### src/rtl/uart_cmd_pkg.sv
// uart_cmd_pkg: op codes, response bytes and FSM states for the UART RAM command controller
package uart_cmd_pkg;
    localparam logic [3:0] OP_PING   = 4'h0;
    localparam logic [3:0] OP_WRITE  = 4'h1;
    localparam logic [3:0] OP_READ   = 4'h2;
    localparam logic [3:0] OP_STATUS = 4'h3;
    localparam logic [3:0] OP_LED    = 4'hF;
    localparam logic [7:0] ACK       = 8'h06;
    localparam logic [7:0] NAK       = 8'h15;
    localparam logic [7:0] PING_RESP = 8'hA5;
    typedef enum logic [2:0] {
        S_IDLE, S_HDR, S_WR_DATA, S_RD_ADDR, S_RD_LATCH, S_RD_SEND, S_RESP, S_TX_WAIT
    } state_t;
endpackage

### src/rtl/uart_cmd_timer.sv
// uart_cmd_timer: loadable down-counter that stops at zero
module uart_cmd_timer #(
    parameter int W = 32
) (
    input  logic         clk,
    input  logic         rst,
    input  logic         load,
    input  logic [W-1:0] value,
    output logic         zero
);
    logic [W-1:0] count;
    // reload on request, otherwise count down until exhausted
    always_ff @(posedge clk or posedge rst) begin
        if (rst) count <= '0;
        else if (load) count <= value;
        else if (count != '0) count <= count - 1'b1;
    end
    assign zero = (count == '0);
endmodule

### src/rtl/uart_ram_cmd_ctrl.sv
// uart_ram_cmd_ctrl: byte-command interpreter giving UART access to a bank of byte RAMs
module uart_ram_cmd_ctrl
    import uart_cmd_pkg::*;
#(
    parameter int NUM_CH      = 4,
    parameter int ADDR_W      = 10,
    parameter int LED_CYC     = 50000000,
    parameter int TIMEOUT_CYC = 5000000
) (
    input  logic                clk,
    input  logic                rst,
    input  logic [7:0]          rx_data,
    input  logic                rx_ready,
    output logic [7:0]          tx_data,
    output logic                tx_start,
    input  logic                tx_busy,
    output logic [ADDR_W-1:0]   ram_addr,
    output logic [7:0]          ram_wdata,
    output logic [NUM_CH-1:0]   ram_we,
    input  logic [NUM_CH*8-1:0] ram_rdata,
    output logic                led,
    output logic                busy
);
    localparam logic [NUM_CH-1:0] WE_ONE = NUM_CH'(1);
    state_t            state;
    logic [3:0]        op, ch;
    logic [1:0]        hdr_idx;
    logic [23:0]       hdr;
    logic [ADDR_W-1:0] addr;
    logic [ADDR_W:0]   len, cnt;
    logic [7:0]        resp, rd_byte;
    logic              rd_mode, tmo_zero, led_zero;
    logic [31:0]       hdr_full;
    logic [ADDR_W:0]   hdr_len;
    logic              ch_bad, rx_take, led_load;
    // header assembly, channel range check and timer load strobes
    always_comb begin
        hdr_full = {hdr, rx_data};
        hdr_len  = (hdr_full[ADDR_W-1:0] == '0) ? {1'b1, {ADDR_W{1'b0}}} : {1'b0, hdr_full[ADDR_W-1:0]};
        ch_bad   = {1'b0, ch} >= 5'(NUM_CH);
        rx_take  = rx_ready && (state == S_IDLE || state == S_HDR || state == S_WR_DATA);
        led_load = rx_ready && state == S_IDLE && rx_data[7:4] == OP_LED;
        rd_byte  = ram_rdata[8*int'(ch) +: 8];
    end
    uart_cmd_timer #(.W(32)) u_tmo (
        .clk(clk), .rst(rst), .load(rx_take), .value(32'(TIMEOUT_CYC)), .zero(tmo_zero)
    );
    uart_cmd_timer #(.W(32)) u_led (
        .clk(clk), .rst(rst), .load(led_load), .value(32'(LED_CYC)), .zero(led_zero)
    );
    assign led  = !led_zero;
    assign busy = (state != S_IDLE);
    // command FSM with registered TX and RAM outputs
    always_ff @(posedge clk or posedge rst) begin
        if (rst) begin
            state <= S_IDLE; op <= '0; ch <= '0; hdr_idx <= '0; hdr <= '0;
            addr <= '0; len <= '0; cnt <= '0; resp <= '0; rd_mode <= 1'b0;
            tx_data <= '0; tx_start <= 1'b0; ram_addr <= '0; ram_wdata <= '0; ram_we <= '0;
        end else begin
            tx_start <= 1'b0;
            ram_we   <= '0;
            case (state)
                S_IDLE: if (rx_ready) begin
                    op      <= rx_data[7:4];
                    ch      <= rx_data[3:0];
                    hdr_idx <= '0;
                    rd_mode <= 1'b0;
                    state   <= (rx_data[7:4] == OP_WRITE || rx_data[7:4] == OP_READ) ? S_HDR : S_RESP;
                    resp    <= rx_data[7:4] == OP_PING   ? PING_RESP :
                               rx_data[7:4] == OP_STATUS ? {4'(NUM_CH), 4'(ADDR_W)} :
                               rx_data[7:4] == OP_LED    ? ACK : NAK;
                end
                S_HDR: if (rx_ready) begin
                    hdr     <= hdr_full[23:0];
                    hdr_idx <= hdr_idx + 1'b1;
                    if (hdr_idx == 2'd3) begin
                        addr    <= hdr_full[16 +: ADDR_W];
                        len     <= hdr_len;
                        cnt     <= '0;
                        resp    <= NAK;
                        rd_mode <= !ch_bad && op == OP_READ;
                        state   <= ch_bad ? S_RESP : (op == OP_WRITE ? S_WR_DATA : S_RD_ADDR);
                    end
                end else if (tmo_zero) begin
                    resp  <= NAK;
                    state <= S_RESP;
                end
                S_WR_DATA: if (rx_ready) begin
                    ram_addr  <= addr;
                    ram_wdata <= rx_data;
                    ram_we    <= WE_ONE << ch;
                    addr      <= addr + 1'b1;
                    cnt       <= cnt + 1'b1;
                    if (cnt + 1'b1 == len) begin
                        resp  <= ACK;
                        state <= S_RESP;
                    end
                end else if (tmo_zero) begin
                    resp  <= NAK;
                    state <= S_RESP;
                end
                S_RD_ADDR: begin
                    ram_addr <= addr;
                    state    <= S_RD_LATCH;
                end
                S_RD_LATCH: state <= S_RD_SEND;
                S_RD_SEND: if (!tx_busy) begin
                    tx_data  <= rd_byte;
                    tx_start <= 1'b1;
                    addr     <= addr + 1'b1;
                    cnt      <= cnt + 1'b1;
                    state    <= S_TX_WAIT;
                end
                S_RESP: if (!tx_busy) begin
                    tx_data  <= resp;
                    tx_start <= 1'b1;
                    state    <= S_TX_WAIT;
                end
                S_TX_WAIT: state <= (rd_mode && cnt != len) ? S_RD_ADDR : S_IDLE;
                default: state <= S_IDLE;
            endcase
        end
    end
endmodule

### config.mk
export PLATFORM = sky130hd
export DESIGN_NAME = uart_ram_cmd_ctrl
export DESIGN_NICKNAME = d
export VERILOG_FILES = /design/src/rtl/uart_cmd_pkg.sv /design/src/rtl/uart_cmd_timer.sv /design/src/rtl/uart_ram_cmd_ctrl.sv
export SDC_FILE = /design/constraint.sdc
export NUM_CORES = 1
export LEC_CHECK = 0
export ABC_AREA = 1
export BUFFER_PORTS_ARGS = -buffer_cell sky130_fd_sc_hd__buf_2
export CAP_MARGIN = 20
export CORE_ASPECT_RATIO = 1.4
export CORE_MARGIN = 1.5
export CORE_UTILIZATION = 41
export CTS_CLUSTER_SIZE = 28
export DETAILED_ROUTE_END_ITERATION = 16
export PLACE_DENSITY = 0.58
export SETUP_SLACK_MARGIN = 0.02
export SYNTH_ARGS = -nofsm -noshare
export SYNTH_HDL_FRONTEND = slang
export SYNTH_HIERARCHICAL = 1
export SYNTH_SLANG_ARGS = --single-unit
### constraint.sdc
create_clock -name clk -period 9 [get_ports clk]
set_input_delay 0.9 -clock clk [delete_from_list [all_inputs] [get_ports clk]]
set_output_delay 0.9 -clock clk [all_outputs]
set_load 0.01 [all_outputs]
# After elaboration in Yosys (flattened, before gate mapping)
# Index checks and enable logic that the tools add are counted.
# op_classes
order_cmp,1
n_reduce_logical,37
n_mux,53
n_eq_ne,25
shifts,2
n_addsub,5
# ops
op,count
$mux 32,4
$mux 8,9
$logic_not 32->1,2
$reduce_bool 32->1,2
$sub 32x1->32 const B,2
$mux 11,5
$mux 10,5
$pmux 11 s3,1
$shiftx 32x8->8,1
$pmux 10 s3,1
$mux 3,9
$pmux 8 s3,1
$pmux 3 s7,1
$pmux 10 s2,1
$pmux 8 s2,1
$eq 3x3->1 const B,4
$eq 4x2->1 const B,3
$ne 2x2->1 const B,6
$reduce_and 4->1,3
$add 11x1->11 const B,1
$eq 11x11->1,1
$ne 11x11->1,1
$add 10x1->10 const B,1
$logic_not 10->1,1
other kinds (28),57
# word_totals
wordCells,140
ff_bits,167
inputBits,44

# Logic depth before layout (Yosys ltp)
# depth
depth_word,6
mapped_depth,15
depth_no_buf,15

# Cells and area by module
# Netlist, hierarchy kept.
# by_module_without_submodules
mod,n_inst,cells_per_inst,seq_area_each_um2,area_per_inst_um2
uart_ram_cmd_ctrl,1,722,2577.5,5521.5
uart_cmd_timer,2,343,800.8,2260.9

# Worst setup path after synthesis
# OpenSTA, ideal clock, no wires.
# synth_path
kind,register to output
startpoint,register u_led.count[0]
endpoint,output port led
slack_ns,6.793
required_ns,8.100
arrival_ns,1.307
stages_incl_launch_ff,8
cell_sequence,dfrtp_1 -> inv_1 -> ha_1 -> nand3_1 -> nor2_1 -> nand2_1 -> nor3_1 -> inv_1
# synth_between
elab_chain_cells,2
# synth_rtl
element,line_no,rtl
"start, declared",uart_cmd_timer.sv:11,logic [W-1:0] count;
"start signal, assigned",uart_cmd_timer.sv:15,else if (load) count <= value;
"start signal, assigned",uart_cmd_timer.sv:16,else if (count != '0) count <= count - 1'b1;
$logic_not 32->1,uart_cmd_timer.sv:18,assign zero = (count == '0);
named net led_zero,uart_ram_cmd_ctrl.sv:32,"logic rd_mode, tmo_zero, led_zero;"
$logic_not 1->1,uart_ram_cmd_ctrl.sv:51,assign led = !led_zero;
"end, declared",uart_ram_cmd_ctrl.sv:21,"output logic led,"
# The timed path passes the listed nets, and every way through them passes these cells.

# Final worst setup path
# Ends and elaborated chain as after synthesis.

==> run_results.csv <==
group,metric,value,unit
worst_setup_path,critical_path_class,"register to output pin",
finish,syn2layout_area_growth,14.2,%
timing,setup_ws,5.97,ns
finish,drive_gt1_share,12.4,%
timing,drv_slew,0,
timing,slew_headroom,45.4,%
worst_setup_path,regToRegEndpoint,"addr[3]$_DFFE_PP0P_",
detailed_routing,first_iter_violations,373,
global_routing,grt_overflow,0,
timing,finClkSkew,0.00981,ns
worst_setup_path,end_kind,"output pin",
power_and_ir_drop,power_leakage,5.74,nW
floorplan,pin_count,77,
timing,tns,0,ns
yosys,synth_cell_types,39,
worst_setup_path,critical-path-max-stage-delay,0.40,ns
finish,nFillCells,2476,
placed_design,dp_slack,6.00,ns
cts,cts_root_buffer,"clkbuf_16",
outcome,status,"complete, no violations",
finish,final_cell_mix,"nand2_1, dfrtp_1, inv_1",
finish,final_common_cell,"nand2_1",
finish,nNetsFinal,1579,
yosys,synth_top_cell_by_area,"dfrtp_1",
global_routing,grt_pass1_wl,42000,um
detailed_routing,wl_per_cell,13.3,um
global_routing,grt_pass1_vias,8663,
timing,fin_crit_sh,33.6,%
cts,ctsHoldBuffers,0,
worst_setup_path,crit_path_top_delay_cell,"dfrtp_1",
timing,whs,0.476,ns
yosys,synthTopCellsByArea,"dfrtp_1, nand2_1, inv_1",
timing,worstMarginPinSlew,0.818,ns
worst_setup_path,path_cells,"inv_1 -> ha_1 -> nand3_1 -> nor2_1 -> nand2_1 -> nor3_1 -> inv_1 -> buf_2",
timing,timing.fmax,330,MHz
timing,hold_viol,0,
floorplan,initial_core_util,41.9,%
floorplan,dieHeight,188,um
global_routing,antenna_found_initial,2,
yosys,synth-edff-count,0,
worst_setup_path,critPathMostFrequentCell,"inv_1",
power_and_ir_drop,peakVddDrop,0.168,mV
detailed_routing,routed-via-count,8915,
timing,setup_viol,0,
cts,cts.repair.resized,0,
placed_design,io_buffers,76,
cts,post-cts-setup-buffers,0,
cts,clkTransAtPathRegs,0.06,ns
floorplan,die_w,135,um
detailed_routing,vias_per_cell,4.81,
cts,clock_latency,0.44,ns
power_and_ir_drop,report.power.total,3.90,mW
yosys,ys_warn_count,6,
yosys,synth_top_area_share,41.6,%
cts,cts_tree,"yes",
worst_setup_path,start_kind,"register",
flow_run,cap_violations,0,
cts,htree_num_levels,4,
global_routing,grt_use_total,20.6,%
floorplan,core_area,24000,um2
power_and_ir_drop,power_density,340,nW/um2
min_path,min_delay_path_depth,2,
detailed_routing,antenna_left,0,
yosys,ys.flop_type,"dfrtp_1",
min_path,min_path_type,"register to register",
yosys,synth-seq-cells,167,
placed_design,globalplace.congestion,0.832,
min_path,min_from,"hdr[2]$_DFFE_PP0P_",
cts,cts_buffers,17,
cts,clock_path_buffers,2,
global_routing,grt_max_degree,64,
placed_design,dp_hpwl,18200,um
detailed_routing,drc,0,
yosys,avgSynthCellArea,7.13,um2
worst_setup_path,cp_max_fo,4,
detailed_routing,dr.pass1.iters,5,
worst_setup_path,cp.arrival,2.13,ns
timing,rsz0062_at_grt,"no",
detailed_routing,routed_wl,24600,um
worst_setup_path,critical_path_required,8.10,ns
worst_setup_path,rrSetupSlack,6.17,ns
yosys,yosysSeqAreaShare,41.6,%
min_path,hold_end,"hdr[2]$_DFFE_PP0P_",
worst_setup_path,r2r-start,"state[1]$_DFFE_PP0P_",
cts,cts_sinks,167,
floorplan,std_cell_rows,67,
timing,min_period,3.03,ns
floorplan,dieArea,25500,um2
worst_setup_path,reg2reg_depth,9,
finish,post-route-util,47.8,%
yosys,syn_inst,1408,
yosys,syn_area,10000,um2
yosys,async_flop_share,100,%
==> synth_stat cells (5+ instances only) <==
library cell / number
nand4_1: 31
xnor2_1: 10
dfrtp_1: 167
nor3_1: 6
xor2_1: 29
ha_1: 5
nand2_1: 465
nor2_2: 23
o21ai_0: 85
nor4_1: 6
nor2_1: 153
inv_1: 161
buf_2: 11
nand3_1: 69
o211ai_1: 18
nand2_4: 9
a21oi_1: 22
nand2_2: 6
buf_4: 6
buf_6: 5
clkbuf_1: 17
o21ai_1: 20
inv_2: 10
nor2_4: 15
o22ai_1: 22
a31oi_1: 9
nand3_2: 5
==> cell families (layout without fill, tap and decap cells) <==
kind of cell               after synthesis  in the layout  share of synthesized area (%)
buffers and inverters                  215            286                           8.77
xor gates and xnor gates                39             39                           3.40
muxes                                    2              2                          0.224
adders and majority gates                5              5                          0.623
DFF                                    167            167                           41.6
other                                    2             65                         0.0748
and+or+nand+nor                        793            793                           34.8
AOI/OAI and AO/OA                      185            185                           10.5
==> metal layers <==
| layer | share of wire [%] | global-route usage [%] | vias up |
|---|---|---|---|
| met5 | 0.053 | 0 | - |
| met4 | 2.6 | 7.78 | 2 |
| met3 | 4.1 | 3.77 | 42 |
| met2 | 49 | 35.6 | 189 |
| met1 | 45 | 25.3 | 4026 |
| li1 | - | - | 4656 |
==> critical path, delay by kind of cell, from the launching register on <==
kind / cells / cell delay [ns]
fa+ha+maj: 1 / 0.28
buf+inv: 3 / 0.32
simple gates: 4 / 0.69
flops: 1 / 0.40
==> registers in the layout, summed over array words and instances, names as in the netlist, 10 cells and up <==
register	flops
addr	10
cnt	11
hdr	18
len	11
ram_addr	10
u_led/count	32
u_tmo/count	32
==> where the power goes <==
| group | internal (mW) | switching, mW |
|---|---|---|
| Combinational | 0.595 | 1.09 |
| Sequential | 1.10 | 0.351 |
| Clock | 0.439 | 0.322 |
==> how the worst max path moves through the flow <==
stage / start / to / cells past startpoint
2_1_floorplan: rst / addr[0]$_DFFE_PP0P_ / 1
4_1_cts: u_led/count[0]$_DFFE_PP0P_ / led / 8
3_5_place_dp: rx_ready / addr[4]$_DFFE_PP0P_ / 10
5_1_grt: u_led/count[0]$_DFFE_PP0P_ / led / 8
6_report: u_led/count[0]$_DFFE_PP0P_ / led / 8
3_3_place_gp: rx_ready / addr[8]$_DFFE_PP0P_ / 10
==> layout make-up <==
cell class | instances | area, um2 | share of cell area, %
tap | 310 | 388 | 3.38
antenna | 1 | 2.50 | 0.0218
clock inverter | 13 | 174 | 1.52
inverter | 175 | 659 | 5.75
timing repair buffer | 81 | 418 | 3.64
multi-input combinational | 1088 | 5220 | 45.5
clock buffer | 17 | 425 | 3.71
sequential | 167 | 4180 | 36.4
==> through the flow <==
stage	instances	cell area [um2]
detailed placement	1821	10900
floorplan	1470	10300
CTS	1851	11500
global placement	1821	10900
finish	1852	11500
global route	1851	11500
Power figures use the tool's default switching activity.
